[src/rtl/csr_arb_pkg.sv]
// Shared definitions for the two-master CSR arbiter.
//   CSR_DATA_W     : width of the cdbus CSR data path.
//   DEFAULT_ADDR_W : default CSR address width.
//   state_e        : access sequencer states (idle, strobe issue, read wait, ack).
package csr_arb_pkg;

  localparam int unsigned CSR_DATA_W     = 8;
  localparam int unsigned DEFAULT_ADDR_W = 5;

  typedef enum logic [1:0] {
    StIdle,
    StIssue,
    StWait,
    StDone
  } state_e;

endpackage

[src/rtl/csr_arbiter.sv]
// Two-master round-robin arbiter in front of the single cdbus CSR port.
// Each access issues exactly one csr_read or csr_write strobe, since cdbus reads have side
// effects (RX FIFO pop).
//
// Parameters:
//   RD_LAT : cycles from csr_read strobe to valid csr_readdata (0..3).
//   ADDR_W : CSR address width.
// Ports:
//   clk, reset                    : clock, asynchronous active-high reset.
//   mN_address/read/write/writedata : master N request (level-held until ack), N = 0, 1.
//   mN_readdata                   : master N read data, updated only when N is served.
//   mN_ack                        : master N one-cycle completion pulse.
//   csr_address/read/write/writedata, csr_readdata : cdbus CSR port.
//   chip_select                   : high while the slave is being accessed (issue and wait).
//   busy                          : high whenever an access is in flight.
// Build option:
//   CSR_ARB_LOCK_EN adds m0_lock/m1_lock. A granted master holding lock at completion keeps
//   exclusive ownership for its next access, making read-modify-write sequences atomic.
module csr_arbiter
  import csr_arb_pkg::*;
#(
  parameter int unsigned RD_LAT = 1,
  parameter int unsigned ADDR_W = DEFAULT_ADDR_W
) (
  input  logic                  clk,
  input  logic                  reset,
  input  logic [ADDR_W-1:0]     m0_address,
  input  logic                  m0_read,
  input  logic                  m0_write,
  input  logic [CSR_DATA_W-1:0] m0_writedata,
  output logic [CSR_DATA_W-1:0] m0_readdata,
  output logic                  m0_ack,
  input  logic [ADDR_W-1:0]     m1_address,
  input  logic                  m1_read,
  input  logic                  m1_write,
  input  logic [CSR_DATA_W-1:0] m1_writedata,
  output logic [CSR_DATA_W-1:0] m1_readdata,
  output logic                  m1_ack,
`ifdef CSR_ARB_LOCK_EN
  input  logic                  m0_lock,
  input  logic                  m1_lock,
`endif
  output logic [ADDR_W-1:0]     csr_address,
  output logic                  csr_read,
  output logic                  csr_write,
  output logic [CSR_DATA_W-1:0] csr_writedata,
  input  logic [CSR_DATA_W-1:0] csr_readdata,
  output logic                  chip_select,
  output logic                  busy
);

  localparam int unsigned CNT_W = (RD_LAT == 0) ? 1 : $clog2(RD_LAT + 1);

  // Per-master views so the rest of the logic can index by grant.
  logic [1:0]            req;
  logic [1:0]            wr_req;
  logic [ADDR_W-1:0]     addr_in  [2];
  logic [CSR_DATA_W-1:0] wdata_in [2];

  assign req         = {m1_read | m1_write, m0_read | m0_write};
  assign wr_req      = {m1_write, m0_write};
  assign addr_in[0]  = m0_address;
  assign addr_in[1]  = m1_address;
  assign wdata_in[0] = m0_writedata;
  assign wdata_in[1] = m1_writedata;

  state_e                state_q;
  logic                  grant_q;
  logic                  wr_q;
  logic                  rr_last_q;
  logic [CNT_W-1:0]      cnt_q;
  logic [1:0]            ack_q;
  logic [CSR_DATA_W-1:0] rdata_q [2];

  logic lock_hold;
  logic lock_owner;

`ifdef CSR_ARB_LOCK_EN
  logic [1:0] lock_in;
  assign lock_in = {m1_lock, m0_lock};
`else
  assign lock_hold  = 1'b0;
  assign lock_owner = 1'b0;
`endif

  // Grant decision for the IDLE cycle.
  logic gnt_valid;
  logic gnt_idx;

  always_comb begin
    gnt_valid = 1'b0;
    gnt_idx   = 1'b0;
    if (lock_hold) begin
      // A locked master is the only one eligible.
      gnt_valid = req[lock_owner];
      gnt_idx   = lock_owner;
    end else if (&req) begin
      gnt_valid = 1'b1;
      gnt_idx   = ~rr_last_q;
    end else if (req[0]) begin
      gnt_valid = 1'b1;
      gnt_idx   = 1'b0;
    end else if (req[1]) begin
      gnt_valid = 1'b1;
      gnt_idx   = 1'b1;
    end
  end

  always_ff @(posedge clk or posedge reset) begin
    if (reset) begin
      state_q       <= StIdle;
      grant_q       <= 1'b0;
      wr_q          <= 1'b0;
      rr_last_q     <= 1'b1;
      cnt_q         <= '0;
      ack_q         <= '0;
      rdata_q[0]    <= '0;
      rdata_q[1]    <= '0;
      csr_address   <= '0;
      csr_writedata <= '0;
      csr_read      <= 1'b0;
      csr_write     <= 1'b0;
      chip_select   <= 1'b0;
      busy          <= 1'b0;
`ifdef CSR_ARB_LOCK_EN
      lock_hold     <= 1'b0;
      lock_owner    <= 1'b0;
`endif
    end else begin
      ack_q <= '0;
      case (state_q)
        StIdle: begin
          if (gnt_valid) begin
            state_q       <= StIssue;
            grant_q       <= gnt_idx;
            // Read and write together is illegal; the write takes precedence.
            wr_q          <= wr_req[gnt_idx];
            csr_address   <= addr_in[gnt_idx];
            csr_writedata <= wdata_in[gnt_idx];
            csr_write     <= wr_req[gnt_idx];
            csr_read      <= ~wr_req[gnt_idx];
            chip_select   <= 1'b1;
            busy          <= 1'b1;
          end
`ifdef CSR_ARB_LOCK_EN
          else if (lock_hold && !lock_in[lock_owner]) begin
            // Owner let go without another access: hand priority to the other master.
            lock_hold <= 1'b0;
            rr_last_q <= lock_owner;
          end
`endif
        end

        StIssue: begin
          csr_read  <= 1'b0;
          csr_write <= 1'b0;
          if (wr_q || (RD_LAT == 0)) begin
            if (!wr_q) rdata_q[grant_q] <= csr_readdata;
            ack_q[grant_q] <= 1'b1;
            chip_select    <= 1'b0;
            state_q        <= StDone;
          end else begin
            cnt_q   <= CNT_W'(RD_LAT - 1);
            state_q <= StWait;
          end
        end

        StWait: begin
          if (cnt_q == '0) begin
            rdata_q[grant_q] <= csr_readdata;
            ack_q[grant_q]   <= 1'b1;
            chip_select      <= 1'b0;
            state_q          <= StDone;
          end else begin
            cnt_q <= cnt_q - 1'b1;
          end
        end

        StDone: begin
          busy    <= 1'b0;
          state_q <= StIdle;
`ifdef CSR_ARB_LOCK_EN
          if (lock_in[grant_q]) begin
            lock_hold  <= 1'b1;
            lock_owner <= grant_q;
          end else begin
            lock_hold <= 1'b0;
            rr_last_q <= grant_q;
          end
`else
          rr_last_q <= grant_q;
`endif
        end

        default: state_q <= StIdle;
      endcase
    end
  end

  assign m0_ack      = ack_q[0];
  assign m1_ack      = ack_q[1];
  assign m0_readdata = rdata_q[0];
  assign m1_readdata = rdata_q[1];

endmodule

[config.mk]
export PLATFORM = sky130hd
export DESIGN_NAME = csr_arbiter
export DESIGN_NICKNAME = d
export VERILOG_FILES = /design/src/rtl/csr_arb_pkg.sv /design/src/rtl/csr_arbiter.sv
export SDC_FILE = /design/constraint.sdc
export NUM_CORES = 1
export LEC_CHECK = 0
export ABC_AREA = 1
export CAP_MARGIN = 20
export CORE_UTILIZATION = 46
export DETAILED_ROUTE_END_ITERATION = 10
export PLACE_DENSITY = 0.9
export SLEW_MARGIN = 20
export SYNTH_ARGS = -nofsm -noshare
export SYNTH_HDL_FRONTEND = slang
export SYNTH_SLANG_ARGS = --single-unit
[constraint.sdc]
create_clock -name clk -period 2.5 [get_ports clk]
set_input_delay 0.75 -clock clk [delete_from_list [all_inputs] [get_ports clk]]
set_output_delay 0.75 -clock clk [all_outputs]
set_load 0.02 [all_outputs]
==> results.json <==
{
  "cts_setup_buffers": 0,
  "arrival_ns": 1.28,
  "maxSlewHeadroom": 0.670,
  "ios": 75,
  "synth_top_family_by_area": "simple AND/OR/NAND/NOR gates",
  "die_w_um": 66.3,
  "yosys.area.top_type": "dfrtp_1",
  "synth_edf_count": 0,
  "seq_area_frac_synth": 0.527,
  "clk_pin_slew_ns": 0.07,
  "grt_pass1_wl_um": 6820,
  "crit_path_end_kind": "primary output",
  "gp_congestion": 0.815,
  "cp_top_family": "buffers and inverters",
  "layout.nets": 346,
  "synth_ff_type": "dfrtp_1",
  "fin_crit_ns": 2.03,
  "top_layer": "met4",
  "antenna_found_initial": 0,
  "grt_pass1_vias": 1603,
  "clock-root-buffer": "clkbuf_8",
  "tightest_slew_ns": 0.494,
  "place_area_mm2": 0.00265,
  "numCtsBuffers": 5,
  "die_area_mm2": 0.00439,
  "hold_class": "reg2reg",
  "coreArea_mm2": 0.00397,
  "worst_clock_skew_ns": 0.00194,
  "power.density_mw_per_mm2": 1270,
  "critPathMaxFanout": 2,
  "slew_violations": 0,
  "synth_cell_types": 22,
  "worst_setup_path_start_kind": "flop",
  "routedWlPerCell_um": 11.7,
  "yosys.area_share.simple": 0.211,
  "netlist_area_mm2": 0.00190,
  "drt_iter0_drc": 96,
  "initial_core_util": 0.479,
  "cp_data_required_time_ns": 1.75,
  "path_buf_inv": 1,
  "antenna-diode-count": 0,
  "status": "complete, no violations",
  "synth_adder_area_share": 0.0395,
  "synth_mux_area_frac": 0,
  "cts_repair_resize_count": 0,
  "drtAntennaViolNets": 0,
  "numPortBuffers": 74,
  "hpwlAfterDp_um": 3020,
  "worst_path_largest_cell_delay_ns": 0.61,
  "postSynthCellCount": 224,
  "crit_chain": "clkdlybuf4s50_1",
  "wl_met1_um": 1840,
  "peakVddDrop_uv": 695,
  "finalHoldViolations": 0,
  "final_area_mm2": 0.00276,
  "setup_viol": 0,
  "vias_per_cell": 4.78,
  "synth_common_cells": "73 x nand2_1, 39 x dfrtp_1, 31 x inv_1",
  "crit_path_top_delay_cell": "clkdlybuf4s50_1",
  "synth_area_leaders": "dfrtp_1 51%, nand2_1 14%, inv_1 6.1%",
  "yosysMostFrequentCell": "nand2_1",
  "async_flop_share": 1.00,
  "synth_nets": 270,
  "routed-wl-met2_um": 1920,
  "total_power_mw": 3.51,
  "clock_sink_count": 40,
  "dr_wl_met3_um": 279,
  "syn_area_per_cell_um2": 8.48,
  "synth-xor-area-share": 0,
  "synthToLayoutAreaGrowth_pct": 45.2,
  "synth_compound_area_frac": 0.127,
  "dr_total_vias": 1677,
  "rsz0062_at_grt": "no",
  "holdBufCountCts": 0,
  "maxCapViolations": 0,
  "overflow": 0,
  "drive_gt1_frac": 0.0731,
  "clockBufferDepth": 2,
  "tritoncts": "yes",
  "insertion_delay_ns": 0.29,
  "setup.worst_path.class": "reg2out",
  "whs_ns": 0.483,
  "grt_max_degree": 41,
  "yosysWarnings": 0,
  "rows": 23,
  "grtUsageTotal": 0.208,
  "synth_seq_cells": 40,
  "wl_um": 4100,
  "htreeDepth": 2,
  "clock.fmax_mhz": 494,
  "dr.pass1.iters": 6,
  "timing.final.crit_share": 0.810,
  "p_leak_nw": 1.34,
  "synth_top_area_frac": 0.513,
  "drc_errors": 0,
  "die_h_um": 66.3,
  "setup_tns_ns": 0
}
[power breakdown]
part | switching [mW] | internal, mW | leakage (nW)
sequential | 0.191 | 0.976 | 0.490
combinational | 1.03 | 0.809 | 0.794
clock | 0.216 | 0.296 | 0.0552
total | 1.43 | 2.08 | 1.34
[logic make-up after synthesis]
kind of cell,after synthesis
and+or+nand+nor,97
AOI/OAI and AO/OA,43
buffers and inverters,38
adders and majority gates,6
DFF,40
[cell type report]
class                   count  area (um2)
clock buffers               6        72.6
clock inverters             2        35.0
multi-input cells         146         717
repair buffers             75         748
inverters                  32         123
flip-flops and latches     40        1000
fillers                   333        1210
well taps                  50        62.6
[sequential cells by signal, summed over array words and instances (netlist names)]
register and count:
m1_readdata 8, ack_q 2, csr_writedata 8, m0_readdata 8
grant_q 1, state_q 2, chip_select 1, wr_q 1
rr_last_q 1, csr_address 5, busy 1, csr_read 1
csr_write 1
[through the flow]
| step | utilization | setup WS (ns) | std cells |
|---|---|---|---|
| 4_1_cts | 0.695 | 0.461 | 351 |
| 5_1_grt | 0.695 | 0.419 | 351 |
| 6_report | 0.695 | 0.474 | 351 |
| 3_3_place_gp | 0.668 | 0.451 | 343 |
| 2_1_floorplan | - | 0.834 | 224 |
| 3_5_place_dp | 0.668 | 0.399 | 343 |
[cells in the final DEF (no fill, tap or decap), drive strengths merged]
master,Yosys,final
inv,32,32
clkbuf,2,6
nand2,76,76
nand3b,1,1
a21oi,4,4
ha,6,6
dfrtp,39,39
nand3,4,4
clkdlybuf4s50,0,74
clkinv,0,1
bufinv,0,1
nor2,16,16
dfstp,1,1
buf,4,1
o21ai,39,39
[layer usage]
layer,up-vias,global-route usage
met3,9,0.0603
li1,841,-
met5,-,0
met4,0,0.0638
met1,764,0.254
met2,63,0.351
[worst paths after layout]
check                                            from                    endpoint  slack, ns  depth (start not counted)
max                                  busy$_DFFE_PP0P_                        busy       0.47                          1
min                        csr_address[4]$_DFFE_PP0P_  csr_address[4]$_DFFE_PP0P_       0.48                          2
max reg2reg                    state_q[0]$_DFFE_PP0P_        csr_read$_DFFE_PP0P_       0.95                          5
min reg2reg                csr_address[4]$_DFFE_PP0P_  csr_address[4]$_DFFE_PP0P_       0.48                          2
max in group asynchronous                       reset       rr_last_q$_DFFE_PP1P_       1.25                          3
min in group asynchronous                       reset  m1_readdata[1]$_DFFE_PP0P_       0.88                          3
Power figures use the tool's default switching activity.
